### config.mk
export PLATFORM = sky130hd
export DESIGN_NAME = fifo_push_gen
export DESIGN_NICKNAME = d
export VERILOG_FILES = /design/src/rtl/fifo_push_gen_pkg.sv /design/src/rtl/fifo_push_gen_pattern.sv /design/src/rtl/fifo_push_gen.sv
export SDC_FILE = /design/constraint.sdc
export NUM_CORES = 1
export LEC_CHECK = 0
export BUFFER_PORTS_ARGS = -buffer_cell sky130_fd_sc_hd__clkbuf_2
export CAP_MARGIN = 20
export CORE_MARGIN = 3
export CORE_UTILIZATION = 39
export CTS_CLUSTER_SIZE = 24
export DETAILED_ROUTE_END_ITERATION = 12
export PLACE_DENSITY_LB_ADDON = 0.08
export SKIP_CTS_REPAIR_TIMING = 1
export SLEW_MARGIN = 20
export SYNTH_ARGS = -nofsm -noshare
export SYNTH_HDL_FRONTEND = slang
export SYNTH_HIERARCHICAL = 1
export SYNTH_SLANG_ARGS = --single-unit
### constraint.sdc
create_clock -name wr_clk -period 1.6 [get_ports wr_clk]
set_input_delay 0.32 -clock wr_clk [delete_from_list [all_inputs] [get_ports wr_clk]]
set_output_delay 0.32 -clock wr_clk [all_outputs]
set_load 0.01 [all_outputs]
### src/rtl/fifo_push_gen_pkg.sv
// Shared definitions for the FIFO push generator.
//   state_e   : burst FSM states (IDLE / PUSH / DONE)
//   COUNT_W   : width of the accepted-push counter
//   LFSR_MASK : Galois XOR mask for the optional LFSR pattern
//               (x^8+x^6+x^5+x^4+1, right-shift form)
package fifo_push_gen_pkg;

  typedef enum logic [1:0] {
    IDLE = 2'd0,
    PUSH = 2'd1,
    DONE = 2'd2
  } state_e;

  localparam int unsigned COUNT_W   = 16;
  localparam logic [7:0]  LFSR_MASK = 8'hB8;

endpackage

### src/rtl/fifo_push_gen_pattern.sv
// push_pattern_next: combinational pattern advance for fifo_push_gen.
//   cur_i  : current pattern value
//   next_o : next pattern value
// Build option FIFO_PUSH_GEN_LFSR_EN selects a right-shift Galois LFSR;
// otherwise the pattern is a wrapping increment.
module push_pattern_next
  import fifo_push_gen_pkg::*;
#(
  parameter int unsigned DATA_WIDTH = 8
) (
  input  logic [DATA_WIDTH-1:0] cur_i,
  output logic [DATA_WIDTH-1:0] next_o
);

`ifdef FIFO_PUSH_GEN_LFSR_EN
  localparam logic [DATA_WIDTH-1:0] MASK = DATA_WIDTH'(LFSR_MASK);

  always_comb begin
    next_o = (cur_i >> 1) ^ (cur_i[0] ? MASK : '0);
  end
`else
  always_comb begin
    next_o = cur_i + DATA_WIDTH'(1);
  end
`endif

endmodule

### src/rtl/fifo_push_gen.sv
// fifo_push_gen: pushes a burst of pattern words into a FIFO write port.
//   wr_clk    : write-domain clock
//   rst_n     : asynchronous reset, active-high (legacy name)
//   start_i   : one-cycle burst request (ignored unless idle)
//   len_i     : burst length, sampled with start_i (0 = empty burst)
//   seed_i    : first pattern value, sampled with start_i
//   full_i    : FIFO full; stalls the burst
//   wr_en_o   : FIFO write enable (combinational, never while full)
//   wr_data_o : FIFO write data
//   busy_o    : burst in progress (PUSH or DONE)
//   done_o    : one-cycle burst-complete pulse
//   count_o   : total accepted pushes since reset (wraps)
// Build option FIFO_PUSH_GEN_LFSR_EN: LFSR pattern, zero seed loads as 1.
module fifo_push_gen
  import fifo_push_gen_pkg::*;
#(
  parameter int unsigned DATA_WIDTH = 8,
  parameter int unsigned LEN_WIDTH  = 8
) (
  input  logic                  wr_clk,
  input  logic                  rst_n,
  input  logic                  start_i,
  input  logic [LEN_WIDTH-1:0]  len_i,
  input  logic [DATA_WIDTH-1:0] seed_i,
  input  logic                  full_i,
  output logic                  wr_en_o,
  output logic [DATA_WIDTH-1:0] wr_data_o,
  output logic                  busy_o,
  output logic                  done_o,
  output logic [COUNT_W-1:0]    count_o
);

  state_e                state_q;
  logic [LEN_WIDTH-1:0]  rem_q;
  logic [DATA_WIDTH-1:0] data_q;
  logic [DATA_WIDTH-1:0] data_d;
  logic [DATA_WIDTH-1:0] seed_d;
  logic [COUNT_W-1:0]    count_q;

  push_pattern_next #(
    .DATA_WIDTH(DATA_WIDTH)
  ) u_pattern (
    .cur_i (data_q),
    .next_o(data_d)
  );

`ifdef FIFO_PUSH_GEN_LFSR_EN
  // An all-zero LFSR state would lock up, so a zero seed starts at 1.
  always_comb begin
    seed_d = (seed_i == '0) ? DATA_WIDTH'(1) : seed_i;
  end
`else
  always_comb begin
    seed_d = seed_i;
  end
`endif

  always_comb begin
    wr_en_o   = (state_q == PUSH) & ~full_i;
    wr_data_o = data_q;
    busy_o    = (state_q != IDLE);
    done_o    = (state_q == DONE);
    count_o   = count_q;
  end

  always_ff @(posedge wr_clk or posedge rst_n) begin
    if (rst_n) begin
      state_q <= IDLE;
      rem_q   <= '0;
      data_q  <= '0;
      count_q <= '0;
    end else begin
      case (state_q)
        IDLE: begin
          if (start_i) begin
            if (len_i != '0) begin
              rem_q   <= len_i;
              data_q  <= seed_d;
              state_q <= PUSH;
            end else begin
              state_q <= DONE;
            end
          end
        end
        PUSH: begin
          // full_i freezes all burst state; only accepted pushes advance it.
          if (!full_i) begin
            rem_q   <= rem_q - LEN_WIDTH'(1);
            data_q  <= data_d;
            count_q <= count_q + COUNT_W'(1);
            if (rem_q == LEN_WIDTH'(1)) begin
              state_q <= DONE;
            end
          end
        end
        DONE: begin
          state_q <= IDLE;
        end
        default: begin
          state_q <= IDLE;
        end
      endcase
    end
  end

endmodule
==> results_dict.tcl <==
set metrics [dict create \
    area_growth_pct 33.3 \
    setup_viol 0 \
    path_max_fanout 7 \
    ir_drop_mv 0.792 \
    yosysWarnings 6 \
    setup_ws_ns 0.0417 \
    synth_top_area_frac 0.443 \
    diodes 0 \
    placed_area_um2 2410 \
    hold_violations 0 \
    grt_pass1_vias 1679 \
    cts.sink_count 34 \
    first_pass_iters 4 \
    synth.avg_cell_area_um2 9.91 \
    drt_iter0_markers 63 \
    rsz0062_at_grt "yes" \
    vias_per_cell 5.02 \
    fin_skew_ns 0.00411 \
    cp.required_ns 1.28 \
    wl_per_cell_um 13.3 \
    worstSetupPathType "reg -> out" \
    die_width_um 76.2 \
    design.core.area_um2 4560 \
    whs_ns 0.113 \
    seq_area_um2 852 \
    num_rows 24 \
    synth_top_area_cell "dfrtp_1" \
    synth_common_cells "34 x dfrtp_1, 21 x o21ai_0, 16 x nor2_1, 13 x nand2_1, 11 x xnor2_1" \
    max_slew_margin 0.709 \
    placedCellCount 326 \
    dp_hpwl_um 3240 \
    drive_above_1_share 0.380 \
    grt.overflow.total 0 \
    min-delay-path-class "in -> async" \
    synth.ff_latch_count 34 \
    grt_antenna_before_repair 0 \
    fin_cells 336 \
    die-area_um2 5810 \
    clk_latency_ns 0.28 \
    start_util 0.421 \
    fin_nets 294 \
    ys_top_cells_by_area "dfrtp_1 44%, o21ai_0 5.5%, xnor2_1 5.0%" \
    power_density_nw_per_um2 1550 \
    drc_errors 0 \
    ant_nets 0 \
    post-route-min-period_ns 1.56 \
    multiInputGateArea_um2 1030 \
    clockRootBuffer "clkbuf_8" \
    fill_cells 444 \
    final_max_slew_viol_count 0 \
    io_buffers 46 \
    ys.flop_type "dfrtp_1" \
    tightest_slew_ns 0.437 \
    endpoint_kind "output pin" \
    grt_max_degree 35 \
    cts_tree "done" \
    cp.arrival_ns 1.24 \
    fmax_mhz 642 \
    post-route-period-util 0.974 \
    track_usage 0.162 \
    vias 1687 \
    cts.path.max_buffers 2 \
    gp_congestion 0.813 \
    synth.most_common_cell "dfrtp_1" \
    htree_levels 2 \
    clkTransAtPathRegs_ns 0.08 \
    netlist_area_um2 1920 \
    synth_nets 218 \
    status "complete, no violations" \
    async_flop_share 1.00 \
    cap_violations 0 \
    start_kind "register" \
    cts_buffers 5 \
    postLayoutCellArea_um2 2560 \
    yosysSeqAreaShare 0.443 \
    syn_inst 194 \
    die_y_um 76.2 \
    dp_worst_setup_slack_ns -0.113 \
    synth_edf_count 0 \
    grt_pass1_wl_um 7790 \
    power_leakage_uw 0.00126 \
    drt_wl_total_um 4460 \
    yosys.cell_types.count 45 \
    boundaryPins 47 \
]
==> per-stage QoR <==
step	total power (uW)	utilization	setup TNS, ns
detailed placement	3250	0.527	-1.12
finish	3970	0.561	0
global route	4320	0.561	-0.0294
CTS	3930	0.548	-0.163
floorplan	2540	-	0
global placement	3220	0.527	-0.646
==> where the power goes <==
| group | switching (uW) | internal [uW] | leakage [uW] |
|---|---|---|---|
| Sequential | 320 | 1150 | 0.000432 |
| Clock | 333 | 346 | 0.0000472 |
| Combinational | 932 | 895 | 0.000781 |
==> area by class of cell <==
class                   instances  area share
well taps                      65      0.0317
clock inverters                 2     0.00488
clock buffers                   6      0.0322
inverters                       6     0.00879
multi-input cells             146       0.404
repair buffers                 77       0.186
flip-flops and latches         34       0.333
==> worst max-delay path: stages (launching register included) <==
cell     delay, ns
dfrtp_1       0.39
buf_6         0.14
nor3b_4       0.20
buf_6         0.13
buf_6         0.09
==> metal layers <==
| layer | share of wire | vias up | global-route usage |
|---|---|---|---|
| li1 | - | 844 | - |
| met1 | 0.47 | 800 | 0.214 |
| met2 | 0.47 | 38 | 0.263 |
| met3 | 0.047 | 5 | 0.0390 |
| met4 | 0.0094 | 0 | 0.0507 |
| met5 | 0 | - | 0 |
==> flip-flops by register name, indices dropped and copies added, names as in the netlist <==
name and count:
wr_data_o 8, count_o 16, state_q 2, rem_q 8
==> cells by family (layout without fill, tap and decap cells) <==
| group | Yosys count | after routing | synth area share |
|---|---|---|---|
| and+or+nand+nor | 70 | 70 | 0.221 |
| AOI/OAI and AO/OA | 41 | 41 | 0.127 |
| DFF | 34 | 34 | 0.443 |
| xor gates and xnor gates | 21 | 21 | 0.0957 |
| buffers and inverters | 14 | 91 | 0.0345 |
| muxes | 10 | 10 | 0.0527 |
| adders and majority gates | 4 | 4 | 0.0260 |
==> path summary, 6_finish.rpt <==
check,slack [ns],depth (start not counted),start,endpoint
hold / removal,0.11,3,rst_n,count_o[15]
max in group asynchronous,1.16,3,rst_n,state_q[0]
setup reg to reg,0.14,4,state_q[1],count_o[14]
setup / recovery,0.04,4,state_q[1],wr_en_o
min in group wr_clk,0.31,3,seed_i[2],wr_data_o[2]
hold reg to reg,0.48,1,count_o[15],count_o[15]
==> placed cells by master, fill, tap and decap left out, drive strengths merged, types with 5 or more instances in the layout <==
| cell type | n |
|---|---|
| o21ai | 21 |
| clkbuf | 51 |
| nand3 | 7 |
| dfrtp | 34 |
| nor3 | 8 |
| inv | 6 |
| xor2 | 10 |
| mux2i | 9 |
| xnor2 | 11 |
| a21oi | 6 |
| buf | 32 |
| nand2 | 13 |
| and3 | 5 |
| nor2 | 16 |
No activity file was read; power rests on OpenSTA's default activity.
